### src/rtl/pic_cycle_sequencer_pkg.sv
// Shared sequencer definitions: fetch/execute phase codes, sequencer modes and the NOP opcode used on flush.
// The phase codes are decoded directly by the IR, PC and ALU stages.
package pic_cycle_sequencer_pkg;

  localparam int FE_STATE_BITS = 3;
  localparam int EX_STATE_BITS = 3;

  localparam logic [FE_STATE_BITS-1:0] FE_IDLE = 3'd0;
  localparam logic [FE_STATE_BITS-1:0] FE_Q1   = 3'd1;
  localparam logic [FE_STATE_BITS-1:0] FE_Q2   = 3'd2;
  localparam logic [FE_STATE_BITS-1:0] FE_Q3   = 3'd3;
  localparam logic [FE_STATE_BITS-1:0] FE_Q4   = 3'd4;

  localparam logic [EX_STATE_BITS-1:0] EX_IDLE = 3'd0;
  localparam logic [EX_STATE_BITS-1:0] EX_Q1   = 3'd1;
  localparam logic [EX_STATE_BITS-1:0] EX_Q2   = 3'd2;
  localparam logic [EX_STATE_BITS-1:0] EX_Q3   = 3'd3;
  localparam logic [EX_STATE_BITS-1:0] EX_Q4   = 3'd4;

  localparam logic [11:0] I_NOP_12 = 12'h000;

  // SEQ_RESET is the parked state right after reset; SEQ_RUN is the primed pipeline.
  typedef enum logic [1:0] {
    SEQ_RESET = 2'd0,
    SEQ_FILL  = 2'd1,
    SEQ_RUN   = 2'd2,
    SEQ_SLEEP = 2'd3
  } seq_mode_e;

  // Q1..Q4 codes are the 2-bit phase plus one.
  function automatic logic [2:0] phase_code(input logic [1:0] ph);
    return {1'b0, ph} + 3'd1;
  endfunction

endpackage

### src/rtl/pic_cycle_sequencer.sv
// Q1-Q4 instruction-cycle sequencer: fill after reset/wake, lockstep run, goto/skip flush, SLEEP/wake.
// Latency: first FE_Q1 one clk after reset release, first EX_Q1 4 clk later; ce=0 freezes all state.
module pic_cycle_sequencer
  import pic_cycle_sequencer_pkg::*;
#(
  parameter int CNT_WIDTH = 16,
  parameter bit SLEEP_EN  = 1'b1
) (
  input  logic                     clk,
  input  logic                     rst,
  input  logic                     ce,
  input  logic                     goto,
  input  logic                     skip,
  input  logic                     sleepReq,
  input  logic                     wake,
  output logic [FE_STATE_BITS-1:0] fetchState,
  output logic [EX_STATE_BITS-1:0] executeState,
  output logic                     flush,
  output logic                     sleeping,
  output logic [CNT_WIDTH-1:0]     instCount
);

  seq_mode_e            mode_q, mode_d;
  logic [1:0]           phase_q, phase_d;
  logic                 flush_q, flush_d;
  logic [CNT_WIDTH-1:0] cnt_q, cnt_d;
  logic                 at_q4;

  always_ff @(posedge clk) begin
    if (rst) begin
      mode_q  <= SEQ_RESET;
      phase_q <= 2'd0;
      flush_q <= 1'b0;
      cnt_q   <= '0;
    end else if (ce) begin
      mode_q  <= mode_d;
      phase_q <= phase_d;
      flush_q <= flush_d;
      cnt_q   <= cnt_d;
    end
  end

  always_comb begin
    mode_d  = mode_q;
    phase_d = phase_q + 2'd1;
    flush_d = 1'b0;
    cnt_d   = cnt_q;
    at_q4   = (phase_q == 2'd3);
    unique case (mode_q)
      SEQ_RESET: begin
        mode_d  = SEQ_FILL;
        phase_d = 2'd0;
      end
      SEQ_FILL: begin
        if (at_q4) mode_d = SEQ_RUN;
      end
      SEQ_RUN: begin
        if (at_q4) begin
          cnt_d = cnt_q + CNT_WIDTH'(1);
          // A pending wake cancels SLEEP; SLEEP entry drops any goto/skip flush.
          if (SLEEP_EN && sleepReq && !wake) begin
            mode_d  = SEQ_SLEEP;
            phase_d = 2'd0;
          end else begin
            flush_d = goto | skip;
          end
        end
      end
      SEQ_SLEEP: begin
        phase_d = 2'd0;
        if (wake) mode_d = SEQ_FILL;
      end
    endcase
  end

  assign fetchState   = (mode_q == SEQ_FILL || mode_q == SEQ_RUN) ? phase_code(phase_q) : FE_IDLE;
  assign executeState = (mode_q == SEQ_RUN) ? phase_code(phase_q) : EX_IDLE;
  assign flush        = flush_q;
  assign sleeping     = (mode_q == SEQ_SLEEP);
  assign instCount    = cnt_q;

endmodule
### config.mk
export PLATFORM = sky130hd
export DESIGN_NAME = pic_cycle_sequencer
export DESIGN_NICKNAME = d
export VERILOG_FILES = /design/src/rtl/pic_cycle_sequencer_pkg.sv /design/src/rtl/pic_cycle_sequencer.sv
export SDC_FILE = /design/constraint.sdc
export NUM_CORES = 1
export LEC_CHECK = 0
export CAP_MARGIN = 40
export CORE_ASPECT_RATIO = 1.75
export CORE_UTILIZATION = 42
export DETAILED_ROUTE_END_ITERATION = 10
export PLACE_DENSITY = 0.74
export SLEW_MARGIN = 20
export SYNTH_ARGS = -nofsm -noshare
export SYNTH_HDL_FRONTEND = slang
export SYNTH_SLANG_ARGS = --single-unit
### constraint.sdc
create_clock -name clk -period 2.04 [get_ports clk]
set_clock_uncertainty 0.1 [all_clocks]
set_input_delay 0.306 -clock clk [delete_from_list [all_inputs] [get_ports clk]]
set_output_delay 0.306 -clock clk [all_outputs]
set_load 0.05 [all_outputs]
==> results of run 1 <==
==> registers in the layout, summed over array words and instances (netlist names) <==
signal / count
flush: 1
mode_q: 2
instCount: 16
phase_q: 2
==> cell type report <==
class / count / area share (%)
multi-input cells: 94 / 42.18
flip-flops and latches: 21 / 26.30
repair buffers: 37 / 25.53
clock buffers: 4 / 2.802
well taps: 26 / 2.023
inverters: 5 / 1.167
==> routing by layer <==
| layer | vias to the layer above | routed length, um | GRT usage (%) | part of all wire [%] |
|---|---|---|---|---|
| li1 | 502 | - | - | - |
| met1 | 468 | 1018 | 22.56 | 40 |
| met2 | 24 | 1408 | 36.11 | 56 |
| met3 | 4 | 82 | 1.905 | 3.2 |
| met4 | 0 | 25 | 6.667 | 0.99 |
| met5 | - | 0 | 0 | 0 |
==> layout by cell type (no fill, tap or decap), types with 3 or more instances in the layout <==
cell             synthesis  routed
o21ai_0                  4       4
buf_4                    0       8
xor2_1                   4       4
dfxtp_1                 21      19
or3_1                    4       4
nand3_1                  7       7
clkdlybuf4s50_1          0      23
buf_12                   0       6
xnor2_1                  4       4
clkbuf_8                 0       3
and2_1                   3       3
a21oi_1                  7       7
ha_1                     7       6
nor2_1                  18      18
nor2b_1                  9       9
inv_1                    5       5
==> per-stage QoR <==
step | hold WS (ns) | cell area [sq um]
6_report | 0.4014 | 1608
3_5_place_dp | 0.3883 | 1548
4_1_cts | 0.3991 | 1593
5_1_grt | 0.4499 | 1608
3_3_place_gp | 0.3656 | 1548
2_1_floorplan | 0.3599 | 1117
==> logic make-up (layout without fill, tap and decap cells) <==
logic type               count (synthesis)  in the layout
flip-flops                              21             21
multiplexers                             4              4
adder cells (fa/ha/maj)                  7              7
AO/OA/AOI/OAI                           17             17
AND/OR/NAND/NOR                         58             58
XOR/XNOR                                 8              8
buffers and inverters                    8             46
==> path summary, 6_finish.rpt <==
kind                 from            end  depth (start not counted)
min            phase_q[1]     phase_q[1]                          2
max reg2reg    phase_q[0]  instCount[15]                          5
min reg2reg    phase_q[1]     phase_q[1]                          2
max          instCount[3]   instCount[3]                          1
==> power breakdown <==
part | internal [uW] | switching (uW) | total, uW
sequential | 419 | 12.4 | 432
combinational | 104 | 126 | 230
clock | 139 | 134 | 274
==> repair_timing <==
action	in CTS	in global routing
hold buffers	0	0
gates resized for setup	0	2
setup endpoints to repair	0	3
==> results.md, run 1 <==
- Final period util: approximately 96%
- Multi-input gate area: approximately 680 sq um
- CP arrival: about 1.5 ns
- XOR/XNOR share of the synthesized area: between 6 and 7%
- Fin. Hold Viols: 0
- Main synth FF type: dfxtp_1
- Total global routing track utilization: approximately a fifth
- Main combinational cell family by area after synthesis: simple AND/OR/NAND/NOR gates
- Clock tree buffer depth: 2
- Seq/Total Area, Yosys: between 30% and 40%
- Fin util: around 65%
- 1st-iter DRT viols: 27
- First-pass GRT wire length: approximately 4200 um
- Setup TNS: 0 ns
- Layout area overhead: 44.22%
- RSZ-0062 raised after global routing: no
- CTS tree: done
- Die Height: 70.16 um
- #FFs+latches synth: 21
- H-tree depth: 1
- Mapped Avg Cell Area: roughly 9 sq um
- Post-layout total power: 935.5 uW
- Die area: 2873 sq um
- Ant. Diodes: 0
- Maximum achievable frequency: 512.8 MHz
- CP max stage cell: clkdlybuf4s50_1
- Routed Antenna Nets: 0
- Drt total wl: around 2500 um
- Cell count after synthesis: between 100 and 150
- Core area: between 2000 and 2500 sq um
- Fin cells: between 150 and 200
- R2R Setup Slk: around 0.15 ns
- Clk sinks: 21
- IO Port Bufs: 30
- Worst setup SP type: flop
- Final setup violation count: 0
- Post-route minimum period: 1.950 ns
- Final slew viol count: 0
- Max Cap Violations: 0
- Post-synth EDFFs: 0
- Hpwl dp: just under 2000 um
- Clock buffer count from CTS: 3
- Vias per cell: between 5 and 6
- CP Data Required Time: about 1.6 ns
- Crit Path Max Fanout: 8
- Synthesized cell area: between 1000 and 1500 sq um
- Routed wire per std cell: 13.56 um
- Worst Hold Class: reg -> reg
- DR DRC count: 0
- Filler instances: around 200
- Total Nets Final: approximately 180
- Global route overflow: 0
- Seq. cell area: 422.9 sq um
- Cells after DPL: around 180
- WP buf/inv: 1
- Synth Area in Compound Gates: 9.989%
- Drt first pass iters: 3
- Post-CTS setup buffer count: 0
- Synth cell types: 33
- Top area cells in the synthesized netlist: dfxtp_1, ha_1, nor2_1
- Yosys warnings: 0
- Cell with the most instances after synthesis: dfxtp_1
- Clock Pin Slew Worst Setup and Hold Paths: approximately 0.08 ns
- Fraction of layout cells with a size suffix above 1: between 10% and 20%
- Critical path capture point type: output port
- Io pins: 31
- Pre-CTS setup slack: -0.04756 ns
- Largest net degree at the start of global routing: 14
- Worst VDD drop: about 0.42 mV
- Critical path's largest stage delay: roughly 0.85 ns
- Synth top area share: 37.71%
- Worst path top cell family by delay: buffers and inverters
- Pwr/cell area: 581.9 nW/um^2
- P_leak: around 0.00064 uW
- Die W: between 40 and 50 um
- Mux cell area share after synthesis: between 3 and 4%
- Synth Area in Adders: under 10%
- Post-synth ARST share: 0%
- Skew-Pair Late Insertion Delay: 0.26 ns
- Slew @ Worst Pin: roughly 0.50 ns
- Vias in the first global route: approximately 1,000
- Crit-path cells: clkdlybuf4s50_1
- Top cells by count, synth: dfxtp_1, nor2_1, nor2b_1
- Syn Nets: between 100 and 150
- Initial antenna violation count: 0
- Crit Path Class: reg -> out
- Vias post-DR: roughly 1,000
- Slew headroom: about 66%
- Initial Utilization: between 40% and 50%
- Gpl congestion: between 0.8 and 0.9
- Placement Rows: 24
- Slack of the critical path: approximately 0.09 ns
- Simple-Gate Fraction of Synth Area: about a third
- Outcome: complete, no violations
- Cell taking the most area after synthesis: dfxtp_1
- Root Driver: clkbuf_8
Note: power is estimated with default switching activity, not from simulation.
==> run 2, diff against run 1 <==
HOLD_SLACK_MARGIN = 0.08   (was default)
==> results of run 2 <==
No change in the layout: final DEF, timing and power equal those of run 1.
